--- src/rtl/fetch_pkg.sv ---
// rtl/fetch_pkg.sv - shared widths, reset PC and the fetch packet type.
package fetch_pkg;

   localparam int ADDR_W = 7;
   localparam int DATA_W = 32;
   localparam logic [ADDR_W-1:0] RESET_PC = '0;

   typedef struct packed {
      logic [ADDR_W-1:0] pc;
      logic [DATA_W-1:0] instr;
   } fetch_pkt_t;

endpackage

--- src/rtl/fetch_skid_fifo.sv ---
// rtl/fetch_skid_fifo.sv - 2-entry skid FIFO of fetch packets with flush.
module fetch_skid_fifo
   import fetch_pkg::*;
(
   input  logic       clk,
   input  logic       rst_n,
   input  logic       push_i,
   input  logic       pop_i,
   input  logic       flush_i,
   input  fetch_pkt_t data_i,
   output fetch_pkt_t head_o,
   output logic [1:0] count_o
);

   fetch_pkt_t mem_q [2];
   logic       wr_ptr_q;
   logic       rd_ptr_q;
   logic [1:0] count_q;
   logic [1:0] count_d;

   always_comb begin
      count_d = count_q + {1'b0, push_i} - {1'b0, pop_i};
   end

   always_ff @(posedge clk or negedge rst_n) begin
      if (!rst_n) begin
         mem_q[0] <= '0;
         mem_q[1] <= '0;
         wr_ptr_q <= 1'b0;
         rd_ptr_q <= 1'b0;
         count_q  <= 2'd0;
      end else if (flush_i) begin
         wr_ptr_q <= 1'b0;
         rd_ptr_q <= 1'b0;
         count_q  <= 2'd0;
      end else begin
         if (push_i) begin
            mem_q[wr_ptr_q] <= data_i;
            wr_ptr_q        <= ~wr_ptr_q;
         end
         if (pop_i) begin
            rd_ptr_q <= ~rd_ptr_q;
         end
         count_q <= count_d;
      end
   end

   // Head reads as zero when empty so decode never sees stale packets.
   assign head_o  = (count_q != 2'd0) ? mem_q[rd_ptr_q] : '0;
   assign count_o = count_q;

endmodule

--- src/rtl/instr_fetch.sv ---
// rtl/instr_fetch.sv - fetch stage: PC, in-flight read tracking, issue credit.
module instr_fetch
   import fetch_pkg::*;
(
   input  logic              clk,
   input  logic              rst_n,
   output logic [ADDR_W-1:0] imem_addr,
   input  logic [DATA_W-1:0] imem_rdata,
   input  logic              redirect_valid,
   input  logic [ADDR_W-1:0] redirect_addr,
   output logic              out_valid,
   input  logic              out_ready,
   output logic [DATA_W-1:0] out_instr,
   output logic [ADDR_W-1:0] out_pc
);

   logic [ADDR_W-1:0] pc_q;
   logic              req_valid_q;
   logic [ADDR_W-1:0] req_pc_q;
   logic [1:0]        count;
   logic              pop;
   logic              push;
   logic              issue;
   logic [2:0]        credit;
   fetch_pkt_t        push_pkt;
   fetch_pkt_t        head_pkt;

   assign imem_addr = redirect_valid ? redirect_addr : pc_q;
   assign out_valid = (count != 2'd0) & ~redirect_valid;
   assign pop       = out_valid & out_ready;
   assign push      = req_valid_q & ~redirect_valid;

   // Occupancy after this cycle, counting the word still in the memory pipe.
   assign credit = {1'b0, count} + {2'b0, req_valid_q} - {2'b0, pop};
   assign issue  = credit < 3'd2;

   assign push_pkt.pc    = req_pc_q;
   assign push_pkt.instr = imem_rdata;

   always_ff @(posedge clk or negedge rst_n) begin
      if (!rst_n) begin
         pc_q        <= RESET_PC;
         req_valid_q <= 1'b0;
         req_pc_q    <= '0;
      end else if (redirect_valid) begin
         req_valid_q <= 1'b1;
         req_pc_q    <= redirect_addr;
         pc_q        <= redirect_addr + ADDR_W'(1);
      end else if (issue) begin
         req_valid_q <= 1'b1;
         req_pc_q    <= pc_q;
         pc_q        <= pc_q + ADDR_W'(1);
      end else begin
         req_valid_q <= 1'b0;
      end
   end

   fetch_skid_fifo u_fifo (
      .clk     (clk),
      .rst_n   (rst_n),
      .push_i  (push),
      .pop_i   (pop),
      .flush_i (redirect_valid),
      .data_i  (push_pkt),
      .head_o  (head_pkt),
      .count_o (count)
   );

   assign out_instr = head_pkt.instr;
   assign out_pc    = head_pkt.pc;

endmodule

--- config.mk ---
export PLATFORM = sky130hd
export DESIGN_NAME = instr_fetch
export DESIGN_NICKNAME = d
export VERILOG_FILES = /design/src/rtl/fetch_pkg.sv /design/src/rtl/fetch_skid_fifo.sv /design/src/rtl/instr_fetch.sv
export SDC_FILE = /design/constraint.sdc
export NUM_CORES = 1
export LEC_CHECK = 0
export CAP_MARGIN = 20
export CORE_ASPECT_RATIO = 2
export CORE_MARGIN = 5
export CORE_UTILIZATION = 50
export DETAILED_ROUTE_END_ITERATION = 10
export MAX_ROUTING_LAYER = met4
export PLACE_DENSITY = 0.78
export SLEW_MARGIN = 40
export SYNTH_ARGS = -nofsm -noshare
export SYNTH_HDL_FRONTEND = slang
export SYNTH_SLANG_ARGS = --single-unit
--- constraint.sdc ---
create_clock -name clk -period 3.6 [get_ports clk]
set_clock_uncertainty 0.15 [all_clocks]
set_input_delay 0.72 -clock clk [delete_from_list [all_inputs] [get_ports clk]]
set_output_delay 0.72 -clock clk [all_outputs]
set_load 0.02 [all_outputs]
==> flow_summary.yaml, run 1 <==
die:
  row_count: 49
  start_util_pct: 50.9
  io_pins: 90
  die_w_um: 77.5
  design.core.area_um2: 8950
  die_area_um2: 11200
  die_h_um: 145
yosys:
  seq_area_frac_synth_pct: 53.2
  yosysTopAreaCellShare_pct: 53.2
  synth_edf_count: 0
  synth_warnings: 0
  syn_inst: 349
  ys.flop_type: "dfrtp_1"
  synth-seq-cells: 97
  synth.area.top_cells: "dfrtp_1 (53%), mux2_2 (22%), mux2i_1 (8.8%), nor2_1 (3.7%), buf_2 (1.2%)"
  synth_largest_area_cell: "dfrtp_1"
  avgSynthCellArea_um2: 13.1
  syn-cell-area_um2: 4560
  ys_async_sr_fraction_pct: 100
  yosysUniqueCellTypes: 32
  synth_nets: 397
route:
  dr.first_iter.drc_count: 123
  dr.pass1.iters: 4
  vias: 2896
  wirelength_mm: 9.24
  drc: 0
  via_per_inst: 5.32
  avgRoutedWirePerCell_um: 17.0
  antenna_left: 0
finish:
  antennaDiodeCount: 0
  final_core_util_pct: 65.4
  fillers: 715
  area_growth_pct: 28.3
  drive_above_1_share_pct: 28.3
  nNetsFinal: 485
global_routing:
  grt_usage_pct: 18.0
  grt_pass1_wl_mm: 15.8
  grt_max_degree: 56
  overflow: 0
  antenna_found_initial: 0
  grt_pass1_vias: 3268
critical_path:
  cp.arrival_ns: 2.41
  path_max_fanout: 20
  startpoint_type: "input port"
  critPathTopFamily: "buffers and inverters"
  worstPathRequired_ns: 2.73
  crit_slowest_cell: "clkdlybuf4s50_1"
  cpPeakStageDelay_ns: 0.55
  crit_top_cell: "clkdlybuf4s50_1"
  endpoint_kind: "primary output"
  worstSetupPathType: "in2out"
  cp_num_buf_inv: 3
  critical_path.startpoint: "redirect_valid"
  r2r_start: "u_fifo.count_o[1]"
  crit_chain: "clkdlybuf4s50_1 -> buf_4 -> mux2_2 -> clkdlybuf4s50_1"
power:
  peakVddDrop_v: 0.000469
  p_per_area_nw_per_um2: 966
  leakage_nw: 2.42
  p_total_mw: 5.65
sta:
  tns_ns: 0
  finalSetupViolations: 0
  maxSlewViolCount: 0
  worst_slew_pin_slew_ns: 0.690
  min_period_over_period_pct: 91.0
  slew_headroom_pct: 54.0
  fmax_mhz: 305
  finalWorstSetupSlack_ns: 0.325
  rsz0062_at_grt: "false"
  hold_violations: 0
  post-route-min-period_ns: 3.28
clock_tree:
  postCtsHoldBufs: 0
  cts_tree: "yes"
  clock_sinks: 97
  clk_latency_ns: 0.33
  root_buffer: "clkbuf_16"
  ctsLongestPathBuffers: 2
  ctsHtreeMaxLevel: 3
  cts_resized: 0
  cts_made_buffers: 9
  post_cts_buffers: 0
  clk_pin_slew_ns: 0.06
placement:
  gp_congestion: 0.808
  numPortBuffers: 89
  hpwl_mm: 6.67
  pre_cts_slack_ns: 0.161
run:
  drv_cap: 0
status:
  status: "completed"
min_path:
  hold_path_class: "in2async"
==> final timing paths <==
check | cells after the start | end | slack [ns]
min in group clk | 2 | u_fifo.mem_q[32] | 0.35
max reg2reg | 11 | pc_q[3] | 0.81
min reg2reg | 2 | u_fifo.mem_q[32] | 0.35
max | 4 | imem_addr[5] | 0.32
min | 1 | u_fifo.count_o[1] | 0.26
max in group asynchronous | 2 | u_fifo.mem_q[54] | 2.20
==> per-stage QoR <==
stage          hold slack, ns  cells  area [um2]
3_3_place_gp            0.314    528        5570
3_5_place_dp            0.343    528        5570
5_1_grt                 0.330    544        5850
4_1_cts                 0.286    544        5850
2_1_floorplan           0.274    349        4560
6_report                0.263    544        5850
==> state kept, by name, indices dropped and copies added, names as in the netlist <==
signal and flops:
req_valid_q 1, u_fifo.wr_ptr_q 1, u_fifo.rd_ptr_q 1, req_pc_q 7, u_fifo.mem_q 78, pc_q 7, u_fifo.count_o 2
==> where the power goes <==
part | leakage [nW] | total, mW | internal (mW) | switching (mW)
clock network | 0.131 | 0.888 | 0.505 | 0.383
registers | 1.15 | 2.00 | 1.65 | 0.355
logic | 1.14 | 2.76 | 1.47 | 1.29
total | 2.42 | 5.65 | 3.62 | 2.03
==> area by class of cell <==
class                      count  area, um2  area share [%]
clock buffer                  12        256            4.38
clock inverter                 4       27.5           0.470
inverter                       7       26.3           0.449
multi-input combinational    224       1990            34.0
sequential                    97       2430            41.5
tap                          102        128            2.18
timing repair buffer          98        993            17.0
==> cells in the final DEF, fill, tap and decap left out, drive strengths merged <==
cell and n:
and2b 1, nand3b 1, clkbuf 12, a21boi 1, o21ai 5, fa 1
clkinv 1, o21ba 1, a2111oi 1, a21o 1, o31ai 1, and3 2
dfrtp 97, xor2 4, nand2 8, mux2 92, and2 1, inv 7
mux2i 40, ha 4, nand4b 1, nand4 1, clkdlybuf4s50 88, buf 10
nor2 45, xnor2 5, nor2b 2, a21oi 2, clkinvlp 3, nand3 4
==> synthesized netlist by cell type, drive strengths merged, types with 4 or more instances <==
cell type / n
xnor2: 5
nor2: 45
nand2: 8
ha: 4
clkbuf: 4
inv: 7
mux2: 92
nand3: 4
o21ai: 5
buf: 17
xor2: 4
mux2i: 40
dfrtp: 97
==> per-layer routing <==
layer	GRT usage, %	part of all wire (%)	up-vias	wire length [um]
met5	-	0	-	0
met4	7.06	2.6	0	244
met3	4.28	4.4	18	408
met2	30.7	55	68	5110
met1	19.9	38	1435	3470
li1	-	-	1375	-
==> logic make-up (layout without fill, tap and decap cells) <==
| family | Yosys count | count (layout) | synth area share [%] |
|---|---|---|---|
| adders and majority gates | 5 | 5 | 1.54 |
| and+or+nand+nor | 66 | 66 | 6.48 |
| buffers and inverters | 28 | 121 | 3.35 |
| xor gates and xnor gates | 9 | 9 | 1.73 |
| muxes | 132 | 132 | 31.6 |
| DFF | 97 | 97 | 53.2 |
| AOI/OAI and AO/OA | 12 | 12 | 2.09 |
No activity file was read; power rests on OpenSTA's default activity.
==> inputs of run 2 (changes only) <==
--- a/config.mk
+++ b/config.mk
@@ -8,10 +8,10 @@
 export CAP_MARGIN = 20
 export CORE_ASPECT_RATIO = 2
 export CORE_MARGIN = 5
-export CORE_UTILIZATION = 50
+export CORE_UTILIZATION = 52
 export DETAILED_ROUTE_END_ITERATION = 10
-export MAX_ROUTING_LAYER = met4
-export PLACE_DENSITY = 0.78
+export PLACE_DENSITY = 0.8
+export SKIP_CTS_REPAIR_TIMING = 1
 export SLEW_MARGIN = 40
 export SYNTH_ARGS = -nofsm -noshare
 export SYNTH_HDL_FRONTEND = slang
==> run 2 against run 1 <==
Net effect:
- cell count down 0.18%
- global-route usage up 0.25 points
- clock power increased by 6.6%
- wire length grew 1.1%
- non-clock buffer count rose by 1
- critical endpoint unchanged
- largest power group unchanged
- highest routed layer unchanged
==> flow_summary.yaml, run 2 (same netlist as run 1, synthesis figures left out) <==
finish:
  drive_above_1_share_pct: 28.4
  final_core_util_pct: 68.0
  final_common_cell: "dfrtp_1"
  top_register: "u_fifo.mem_q"
  stdcell_count: 543
  fillers: 652
  area_growth_pct: 28.1
  nNetsFinal: 486
  antennaDiodeCount: 0
  final_cell_mix: "dfrtp_1 (96), mux2_2 (91), clkdlybuf4s50_1 (88), nor2_1 (44), mux2i_1 (40)"
  fin_area_um2: 5840
  largestRegisters: "u_fifo.mem_q x78, pc_q x7, req_pc_q x7"
  largest_reg_flops: 78
die:
  die_w_um: 76.2
  die_area_um2: 10900
  start_util_pct: 53.1
  io_pins: 90
  die_h_um: 142
  row_count: 48
  design.core.area_um2: 8590
global_routing:
  grt_max_degree: 55
  grt_usage_pct: 18.2
  grt_pass1_vias: 3254
  grt_pass1_wl_mm: 15.9
  antenna_found_initial: 0
  overflow: 0
placement:
  numPortBuffers: 89
  postPlaceCellArea_um2: 5550
  placed_cells: 527
  pre_cts_slack_ns: 0.100
  gp_congestion: 0.806
  hpwl_mm: 6.57
critical_path:
  reg2reg_depth: 11
  worstSetupEndpoint: "imem_addr[5]"
  critical_path.startpoint: "redirect_valid"
  r2r_slack_ns: 0.75
  worstSetupPathType: "in2out"
  worstPathRequired_ns: 2.73
  startpoint_type: "input port"
  cp.arrival_ns: 2.42
  r2r_end: "pc_q[3]"
  path_max_fanout: 20
  endpoint_kind: "primary output"
  r2r_start: "u_fifo.count_o[1]"
power:
  p_comb_share_pct: 49.0
  p_clk_share_pct: 16.6
  p_int_mw: 3.64
  leakage_nw: 2.42
  p_seq_share_pct: 34.4
  p_sw_mw: 2.07
  p_total_mw: 5.71
  p_per_area_nw_per_um2: 977
  switching_share_pct: 36.2
  peakVddDrop_v: 0.000674
run:
  drv_cap: 0
sta:
  finalWorstSetupSlack_ns: 0.308
  maxSlewViolCount: 0
  finalSetupViolations: 0
  fmax_mhz: 304
  worst_slew_pin_slew_ns: 0.707
  slew_headroom_pct: 52.9
  min_period_over_period_pct: 91.5
  tns_ns: 0
  hold_violations: 0
  post-route-min-period_ns: 3.29
  rsz0062_at_grt: "false"
  whs_ns: 0.276
route:
  wirelength_mm: 9.34
  dr.first_iter.drc_count: 122
  drc: 0
  via_per_inst: 5.43
  dr.pass1.iters: 4
  vias: 2948
  avgRoutedWirePerCell_um: 17.2
  antenna_left: 0
clock_tree:
  ctsHtreeMaxLevel: 3
  clk_pin_slew_ns: 0.07
  root_buffer: "clkbuf_16"
  cts_made_buffers: 9
  cts_tree: "yes"
  clock_sinks: 97
  ctsLongestPathBuffers: 2
  clk_latency_ns: 0.34
min_path:
  hold_path_class: "in2async"
status:
  status: "completed"
[run 2: cell count changes in the layout (fill, tap and decap cells not counted), sizes merged]
cell | before | now
clkbuf | 12 | 10
buf | 10 | 11
bufinv | 0 | 1
inv | 7 | 8
[run 2: critical path: stages]
cell             delay, ns
clkdlybuf4s50_1       0.49
buf_4                 0.25
mux2_2                0.41
clkdlybuf4s50_1       0.55
[run 2: power by group through the flow]
stage / Combinational [mW] / Sequential, mW / Clock, mW
3_5_place_dp: 2.83 / 1.99 / 0
4_1_cts: 2.85 / 1.97 / 0.961
2_1_floorplan: 1.92 / 1.88 / 0
5_1_grt: 3.04 / 2.04 / 1.00
3_3_place_gp: 2.77 / 1.94 / 0
6_report: 2.80 / 1.97 / 0.947
[run 2: how the worst min path moves through the flow]
stage	startpoint	to	slack, ns	depth (start not counted)
2_1_floorplan	rst_n	pc_q[0]	0.27	0
3_3_place_gp	u_fifo.mem_q[32]	u_fifo.mem_q[32]	0.31	2
3_5_place_dp	u_fifo.mem_q[17]	u_fifo.mem_q[17]	0.34	1
4_1_cts	rst_n	u_fifo.mem_q[72]	0.29	1
5_1_grt	rst_n	u_fifo.mem_q[72]	0.34	1
6_report	rst_n	u_fifo.mem_q[72]	0.28	1
[run 2: layout make-up]
class                   instances  area [um2]  area share (%)
flip-flops and latches         97        2430            41.6
clock inverters                 6        66.3            1.14
well taps                     100         125            2.14
inverters                       7        26.3           0.450
clock buffers                  10         229            3.92
multi-input cells             224        1990            34.1
repair buffers                 99         976            16.7
[run 2: per-layer routing]
metal / vias to the layer above / global-route usage (%) / routed length, um
li1: 1382 / - / -
met1: 1494 / 20.8 / 3680
met2: 61 / 32.7 / 5060
met3: 11 / 3.55 / 394
met4: 0 / 8.11 / 206
met5: - / 0 / 0
==> inputs of run 3 (changes only) <==
--- a/config.mk
+++ b/config.mk
@@ -16,3 +16,4 @@
 export SYNTH_ARGS = -nofsm -noshare
 export SYNTH_HDL_FRONTEND = slang
 export SYNTH_SLANG_ARGS = --single-unit
+export TNS_END_PERCENT = 20
==> results of run 3 <==
No change in the layout: final DEF, timing and power equal those of run 2.
